**src/rtl/shift_pattern_gen_param.sv**
```systemverilog
// WIDTH-bit pattern generator: rotate-left, rotate-right, ping-pong or Galois LFSR,
// advanced by a programmable prescaler, with step/wrap status pulses.
//
// state      | meaning
// DIR_LEFT   | ping-pong currently moving toward the MSB (rotate-left)
// DIR_RIGHT  | ping-pong currently moving toward the LSB (rotate-right)
module shift_pattern_gen_param #(
  parameter int unsigned           WIDTH = 3,
  parameter int unsigned           DIV_W = 27,
  parameter logic [WIDTH-1:0]      TAPS  = WIDTH'(3'b110)
) (
  input  logic             clk_in1,
  input  logic             ext_reset_in,
  input  logic [WIDTH-1:0] first_value,
  input  logic             load,
  input  logic             enable,
  input  logic [1:0]       mode,
  input  logic [DIV_W-1:0] div,
  output logic [WIDTH-1:0] top_led_o,
  output logic             step_o,
  output logic             wrap_o
);

  typedef enum logic {DIR_LEFT = 1'b0, DIR_RIGHT = 1'b1} dir_e;

  logic [WIDTH-1:0] top_led_q;
  logic [WIDTH-1:0] start_q;
  logic [DIV_W-1:0] presc_q;
  dir_e             dir_q;
  dir_e             dir_d;
  logic             step_q;
  logic             wrap_q;

  logic [WIDTH-1:0] pat_rl;
  logic [WIDTH-1:0] pat_rr;
  logic [WIDTH-1:0] top_led_d;
  logic             tick;

  assign pat_rl = {top_led_q[WIDTH-2:0], top_led_q[WIDTH-1]};
  assign pat_rr = {top_led_q[0], top_led_q[WIDTH-1:1]};
  // Live div compare: a presc already past div must wrap around before ticking.
  assign tick   = enable && (presc_q == div);

  always_comb begin
    top_led_d = pat_rl;
    dir_d     = dir_q;
    case (mode)
      2'b00: top_led_d = pat_rl;
      2'b01: top_led_d = pat_rr;
      2'b10: begin
        if ((dir_q == DIR_LEFT) && top_led_q[WIDTH-1]) begin
          top_led_d = pat_rr;
          dir_d     = DIR_RIGHT;
        end else if ((dir_q == DIR_RIGHT) && top_led_q[0]) begin
          top_led_d = pat_rl;
          dir_d     = DIR_LEFT;
        end else begin
          top_led_d = (dir_q == DIR_LEFT) ? pat_rl : pat_rr;
        end
      end
      default: begin
        if (top_led_q == '0) begin
          top_led_d = WIDTH'(1);
        end else begin
          top_led_d = (top_led_q >> 1) ^ (top_led_q[0] ? TAPS : '0);
        end
      end
    endcase
  end

  always_ff @(posedge clk_in1) begin
    if (!ext_reset_in || load) begin
      top_led_q <= first_value;
      start_q   <= first_value;
      presc_q   <= '0;
      dir_q     <= DIR_LEFT;
      step_q    <= 1'b0;
      wrap_q    <= 1'b0;
    end else begin
      step_q <= 1'b0;
      wrap_q <= 1'b0;
      if (tick) begin
        presc_q   <= '0;
        top_led_q <= top_led_d;
        step_q    <= 1'b1;
        wrap_q    <= (top_led_d == start_q);
        if (mode == 2'b10) begin
          dir_q <= dir_d;
        end
      end else if (enable) begin
        presc_q <= presc_q + DIV_W'(1);
      end
    end
  end

  assign top_led_o = top_led_q;
  assign step_o    = step_q;
  assign wrap_o    = wrap_q;

endmodule

```
**config.mk**
```make
export PLATFORM = sky130hd
export DESIGN_NAME = shift_pattern_gen_param
export DESIGN_NICKNAME = d
export VERILOG_FILES = /design/src/rtl/shift_pattern_gen_param.sv
export SDC_FILE = /design/constraint.sdc
export NUM_CORES = 1
export LEC_CHECK = 0
export ABC_AREA = 1
export BUFFER_PORTS_ARGS = -buffer_cell sky130_fd_sc_hd__buf_2
export CAP_MARGIN = 5
export CORE_ASPECT_RATIO = 0.7
export CORE_MARGIN = 4
export CORE_UTILIZATION = 50
export CTS_CLUSTER_DIAMETER = 100
export DETAILED_ROUTE_END_ITERATION = 8
export GPL_ROUTABILITY_DRIVEN = 0
export GPL_TIMING_DRIVEN = 0
export PLACE_DENSITY = 0.72
export SLEW_MARGIN = 20
export SYNTH_ARGS = -nofsm -noshare
export SYNTH_HDL_FRONTEND = slang
export SYNTH_SLANG_ARGS = --single-unit
```
**constraint.sdc**
```tcl
create_clock -name clk_in1 -period 2.4 [get_ports clk_in1]
set_clock_uncertainty 0.05 [all_clocks]
set_input_delay 0.36 -clock clk_in1 [delete_from_list [all_inputs] [get_ports clk_in1]]
set_output_delay 0.36 -clock clk_in1 [all_outputs]
set_load 0.01 [all_outputs]
```
==> parameters.txt, run 1 <==
Parameter                              Value

Routing
  M1 wire length    3460 um
  Final routed wirelength across all metal layers    6510 um
  Avg Vias per Cell    4.97
  Final antenna-violating net count    0
  Met3 wire length    472 um
  DRC violations left    0
  Number of DRC markers after the initial detailed-route iteration    223
  Number of vias in the routed layout    2589
  Detailed route wirelength on metal2    2510 um
  Average detailed-routed wire length per instance    12.5 um
  Detailed-router iteration count before antenna repair    5
  Highest layer used for signal routing    met4

Cells and area
  Share of the core filled with cells    62.7%
  Design area    2840 um^2
  Total number of nets in the final design    492
  Share of post-route cells with drive strength above 1    13.6%
  Number of fill cells in the layout    465
  Multi-input logic area    1380 um^2
  Number of antenna diodes    0
  Signed area change from the synthesized netlist to the final layout    15.9%
  Final standard cell count with taps included and fillers excluded    521
  Combined flip-flop and latch cell area    781 um^2

Setup path
  CP Launch Type    register
  Critical Setup Path Class    register to register
  Worst r2r src    presc_q[2]
  Most common cell on crit path    sky130_fd_sc_hd__nand2_1
  Crit. End Element    register
  Required arrival time at the worst endpoint    2.36 ns
  Peak fanout along the critical path    12
  Critical Path, Cell by Cell    inv_1 > nand2_1 > nand2_1 > nor2_1 > nand2_1 > nor2_1 > nand2_1 > o21ai_4 > buf_6
  Critical Path Slowest Stage Cell    sky130_fd_sc_hd__o21ai_4
  Critical path's largest stage delay    0.41 ns
  R2R setup slack    0.32 ns
  Endpoint arrival time on the critical path    2.04 ns
  Number of buffers and inverters on the critical path    2
  RR Endpoint    top_led_o[1]
  Largest delay share family, worst path    simple AND/OR/NAND/NOR gates
  Count of cells along the worst register-to-register path    9

STA
  Period utilisation layout    86.5%
  Final Slew Violations    0
  Count of final hold-check violations    0
  Slew at the pin with the worst max-slew slack    0.552 ns
  Fin worst setup slack    0.324 ns
  Achievable clock frequency    482 MHz
  Rel. slew slack    62.9%
  Worst Hold Margin    0.197 ns
  Count of endpoints failing setup in the final report    0
  Unrepaired setup endpoints after global routing    no
  Shortest clock period the worst path allows after layout    2.08 ns
  Sum Neg Setup Slack    0 ns

Die
  Initial cell density of the core    54.1%
  Area of the die    6100 um^2
  Top Ports    41
  Die X-Extent    91.6 um
  Count of standard-cell rows    20
  Y dimension of the die    66.6 um
  Area inside the core boundary    4530 um^2

Worst hold path
  End point of the most critical hold path    start_q[0]
  Source of the worst hold timing path    first_value[0]
  Min-delay worst type    input port to register
  Cell count of the worst hold path    1

Run status
  Outcome    finished clean

Synth
  Average size of a mapped cell    6.00 um^2
  Synthesized instance count    408
  Post-synthesis register bit count    36
  Dominant cells by area after synthesis    sky130_fd_sc_hd__dfxtp_1, sky130_fd_sc_hd__nand2_1, sky130_fd_sc_hd__inv_1
  Count of unique library cells instantiated by Yosys    28
  Post-synthesis cell type with the largest combined area    sky130_fd_sc_hd__dfxtp_1
  Top cell type's share of synthesized area    24.5%
  YS warnings    0
  Synthesized netlist net count    446
  Combined area of all synthesized cells    2450 um^2
  Proportion of synthesized chip area in sequential cells    31.9%

Power and ir drop
  Static power due to leakage    1.24 nW
  Total power consumption of the routed design    1.35 mW
  Peak supply drop    243 uV
  Power density of the placed cells    475 nW/um^2

Global route
  Via count of the first global-routing pass    2366
  First-pass GRT wire length    11100 um
  GRT Overall Usage    23.2%
  Overall overflow remaining after global route    0
  Pin count of the biggest net entering global routing    13
  Initial antenna violation count    0

Clocking
  Worst-skew pair later-pin latency    0.30 ns
  Cts bufs inserted    5
  Setup repair bufs after CTS    0
  Number of clock sinks    36
  Hold buffer count at CTS    0
  Clock tree from TritonCTS    yes
  Clock-pin slew reported for the worst setup and hold paths after clock tree synthesis    0.08 ns
  Number of levels the H-tree was split into    2
  PostCTS Resize Cnt    0
  Maximum buffer depth of the clock tree    2
  Clock root buffer master    sky130_fd_sc_hd__clkbuf_8

Place
  Count of port buffers added during placement    39
  Total placed instance area    2730 um^2
  Cells after DPL    513
  Sum of net half-perimeters after detailed placement    5210 um
  Post-Place Setup Slack    0.341 ns

Job
  Max Cap Viol    0
==> final cells by class <==
cell class / count / share of cell area [%]
inverter: 68 / 8.99
multi-input combinational: 299 / 48.5
tap: 66 / 2.91
clock inverter: 3 / 1.50
clock buffer: 5 / 2.43
timing repair buffer: 39 / 6.88
sequential: 36 / 27.5
buffer: 5 / 1.28
==> placed cells by master (no fill, tap or decap) <==
cell type / n
sky130_fd_sc_hd__buf_6: 2
sky130_fd_sc_hd__xor2_1: 13
sky130_fd_sc_hd__ha_1: 2
sky130_fd_sc_hd__nor2_4: 1
sky130_fd_sc_hd__nand2_2: 2
sky130_fd_sc_hd__nand3_2: 1
sky130_fd_sc_hd__dfxtp_1: 30
sky130_fd_sc_hd__nor3_1: 21
sky130_fd_sc_hd__nand3b_1: 2
sky130_fd_sc_hd__o21ai_1: 2
sky130_fd_sc_hd__o22ai_1: 1
sky130_fd_sc_hd__a21oi_1: 11
sky130_fd_sc_hd__nand3_1: 13
sky130_fd_sc_hd__clkinv_2: 1
sky130_fd_sc_hd__nor2_2: 4
sky130_fd_sc_hd__a31oi_1: 1
sky130_fd_sc_hd__clkbuf_1: 1
sky130_fd_sc_hd__inv_2: 2
sky130_fd_sc_hd__nor2_1: 63
sky130_fd_sc_hd__nor4_1: 2
sky130_fd_sc_hd__clkinvlp_4: 1
sky130_fd_sc_hd__nand2_1: 136
sky130_fd_sc_hd__buf_2: 41
sky130_fd_sc_hd__o21ai_0: 10
sky130_fd_sc_hd__inv_1: 66
sky130_fd_sc_hd__o21ai_4: 1
sky130_fd_sc_hd__bufinv_16: 1
sky130_fd_sc_hd__clkbuf_8: 5
sky130_fd_sc_hd__edfxtp_1: 6
sky130_fd_sc_hd__nand4_1: 9
sky130_fd_sc_hd__o211ai_1: 1
sky130_fd_sc_hd__xnor2_1: 3
==> sequential cells by signal, summed over array words and instances (netlist names) <==
| name | cells |
|---|---|
| dir_q | 1 |
| presc_q | 27 |
| start_q | 3 |
| step_o | 1 |
| top_led_o | 3 |
| wrap_o | 1 |
==> cells by family after synthesis <==
group / share of synthesized area [%]
flip-flops: 31.9
buffers and inverters: 11.9
AO/OA/AOI/OAI: 6.18
XOR/XNOR: 5.72
adder cells (fa/ha/maj): 1.02
AND/OR/NAND/NOR: 43.3
==> worst register-to-register path: cells and delay by family (launching register included) <==
| family | cells | cell delay (ns) |
|---|---|---|
| AO/OA/AOI/OAI | 1 | 0.41 |
| buffers and inverters | 2 | 0.36 |
| flip-flops | 1 | 0.38 |
| AND/OR/NAND/NOR | 6 | 0.59 |
==> where the power goes <==
group | switching [mW] | internal, mW
clock network | 0.242 | 0.308
registers | 0.00917 | 0.625
logic | 0.0985 | 0.0653
total | 0.350 | 0.998
==> Yosys cell counts (all sizes together) <==
master / instances
nand2: 138
inv: 68
nor2: 68
dfxtp: 30
nor3: 21
nand3: 14
o21ai: 13
xor2: 13
a21oi: 11
nand4: 9
edfxtp: 6
buf: 4
xnor2: 3
ha: 2
nand3b: 2
nor4: 2
a31oi: 1
clkbuf: 1
o211ai: 1
o22ai: 1
==> routing by layer <==
metal | vias up | global-route usage, %
li1 | 1349 | -
met1 | 1136 | 35.5
met4 | 0 | 6.77
met2 | 94 | 32.7
met3 | 10 | 3.72
met5 | - | 0
==> how the worst max path moves through the flow <==
stage / from / end / slack (ns) / cells after the start
after detailed placement: enable / top_led_o[1] / 0.34 / 8
after CTS: presc_q[22] / top_led_o[1] / 0.34 / 9
after global placement: div[3] / top_led_o[1] / 0.33 / 10
after global routing: presc_q[17] / top_led_o[2] / 0.17 / 9
final: presc_q[2] / top_led_o[1] / 0.32 / 9
after floorplan: presc_q[20] / top_led_o[0] / 0.76 / 7
Power figures use the tool's default switching activity.
==> run 2: changes to the inputs <==
CORE_ASPECT_RATIO = 0.9   (was 0.7)
PLACE_DENSITY = 0.74   (was 0.72)
clock period = 2.1 ns   (was 2.4 ns; I/O delays follow)
==> run 2 against run 1 <==
  * Die area down 0.26%
  * Maximum frequency up 13%
  * Sequential power up 14%
  * Clock power up 12%
  * Combinational power up 17%
  * Sequential share of layout area down 0.24 points
  * First-iteration DRC count down 27%
  * Via count up 1.4%
  * Final area up 0.88%
  * Global-route usage down 0.85 points
  * Critical endpoint is now presc_q[26]
  * Largest power group unchanged
==> parameters.txt, run 2 (same netlist as run 1, synthesis figures left out) <==
Parameter                              Value

Die
  Y dimension of the die    74.4 um
  Top Ports    41
  Initial cell density of the core    53.2%
  Area inside the core boundary    4600 um^2
  Count of standard-cell rows    23
  Die X-Extent    81.8 um
  Area of the die    6080 um^2

Power and ir drop
  Sequential share of power    47.3%
  Internal    1.15 mW
  Total power consumption of the routed design    1.54 mW
  Power density of the placed cells    536 nW/um^2
  Static power due to leakage    1.25 nW
  Switching power    390 uW
  Switching part of the total power    25.4%
  Comb pwr share    12.5%
  Peak supply drop    344 uV
  Clock power frac    40.2%

Setup path
  Endpoint arrival time on the critical path    1.99 ns
  Largest delay share family, worst path    simple AND/OR/NAND/NOR gates
  Critical path's largest stage delay    0.42 ns
  Count of cells along the worst register-to-register path    10
  Critical Setup Path Class    register to register
  Crit. End Element    register
  Peak fanout along the critical path    5
  Required arrival time at the worst endpoint    2.24 ns
  Number of buffers and inverters on the critical path    0
  Critical Path, Cell by Cell    ha_1 > nand2_1 > nor3_1 > nand3_2 > nor2_4 > nand2_2 > nor2_1 > nand2_1 > nand2_1 > nor2_1
  Most common cell on crit path    sky130_fd_sc_hd__nand2_1
  Number of cells on the critical path    10
  Critical Path Slowest Stage Cell    sky130_fd_sc_hd__dfxtp_1
  CP Launch Type    register

Place
  Count of port buffers added during placement    39
  Cells after DPL    509
  Post-Place Setup Slack    0.0659 ns
  Sum of net half-perimeters after detailed placement    4930 um

Cells and area
  Most used cells in the layout excluding fill and tap cells    sky130_fd_sc_hd__nand2_1, sky130_fd_sc_hd__inv_1, sky130_fd_sc_hd__nor2_1
  Combined flip-flop and latch cell area    781 um^2
  Flip-flop count of the largest register, all copies and words added    27
  Number of fill cells in the layout    482
  Number of antenna diodes    0
  Share of the core filled with cells    62.2%
  Reg with most FFs    presc_q
  Share of post-route cells with drive strength above 1    14.4%
  Signed area change from the synthesized netlist to the final layout    16.9%
  Total number of nets in the final design    496
  Most common cell after layout, fill and taps aside    sky130_fd_sc_hd__nand2_1
  Final standard cell count with taps included and fillers excluded    521
  Multi-input logic area    1380 um^2

Clocking
  Clock-pin slew reported for the worst setup and hold paths after clock tree synthesis    0.07 ns
  Number of clock sinks    36
  Clock tree from TritonCTS    yes
  PostCTS Resize Cnt    0
  Worst-skew pair later-pin latency    0.30 ns
  Maximum buffer depth of the clock tree    2
  Clock root buffer master    sky130_fd_sc_hd__clkbuf_8
  Number of levels the H-tree was split into    2
  Cts bufs inserted    5

STA
  Fin worst setup slack    0.256 ns
  Count of final hold-check violations    0
  Sum Neg Setup Slack    0 ns
  Rel. slew slack    60.9%
  Final Slew Violations    0
  Period utilisation layout    87.8%
  Achievable clock frequency    542 MHz
  Count of endpoints failing setup in the final report    0
  Unrepaired setup endpoints after global routing    no
  Shortest clock period the worst path allows after layout    1.84 ns
  Slew at the pin with the worst max-slew slack    0.581 ns

Run status
  Outcome    finished clean

Routing
  Final routed wirelength across all metal layers    6410 um
  Detailed-router iteration count before antenna repair    6
  Average detailed-routed wire length per instance    12.3 um
  Avg Vias per Cell    5.04
  Number of DRC markers after the initial detailed-route iteration    162
  Number of vias in the routed layout    2625
  DRC violations left    0
  Final antenna-violating net count    0

Worst hold path
  Min-delay worst type    input port to register
  Cell count of the worst hold path    1

Global route
  Pin count of the biggest net entering global routing    13
  Overall overflow remaining after global route    0
  Initial antenna violation count    0
  First-pass GRT wire length    10300 um
  Via count of the first global-routing pass    2285
  GRT Overall Usage    22.3%

Job
  Max Cap Viol    0
run 2: worst register-to-register path: cells and delay by family, from the launching register on:
family	cells	cell delay [ns]
DFF	1	0.42
adders and majority gates	1	0.22
and+or+nand+nor	9	1.05
run 2: per-layer routing:
metal	routed length, um	GRT usage (%)
met5	0	0
met1	2860	28.9
met4	119	8.49
met2	2980	36.8
met3	454	4.36
run 2: final timing paths:
path / from / end / slack (ns)
hold reg to reg: presc_q[8] / presc_q[8] / 0.49
hold / removal: first_value[0] / start_q[0] / 0.16
setup reg to reg: presc_q[0] / presc_q[26] / 0.26
setup / recovery: presc_q[0] / presc_q[26] / 0.26
run 2: repair_timing:
action,in CTS,in global routing
buffers inserted,0,4
hold buffers,0,0
endpoints found under the setup margin,0,3
run 2: power by group through the flow:
| stage | registers (mW) | logic (mW) | clock network [mW] |
|---|---|---|---|
| finish | 0.726 | 0.192 | 0.618 |
| global route | 0.726 | 0.218 | 0.653 |
| CTS | 0.726 | 0.185 | 0.622 |
| detailed placement | 0.741 | 0.184 | 0 |
| global placement | 0.741 | 0.181 | 0 |
| floorplan | 0.742 | 0.109 | 0 |
run 2: layout make-up:
cell class / instances / share of cell area [%]
buffer: 5 / 1.27
clock buffer: 5 / 2.40
clock inverter: 3 / 1.49
inverter: 68 / 8.92
multi-input combinational: 299 / 48.1
sequential: 36 / 27.3
tap: 62 / 2.71
timing repair buffer: 43 / 7.87
run 2: per-stage QoR:
stage | hold WS (ns) | area [um^2]
after CTS | 0.154 | 2830
after floorplan | 0.364 | 2450
final | 0.161 | 2860
after detailed placement | 0.459 | 2720
after global placement | 0.449 | 2720
after global routing | 0.146 | 2860
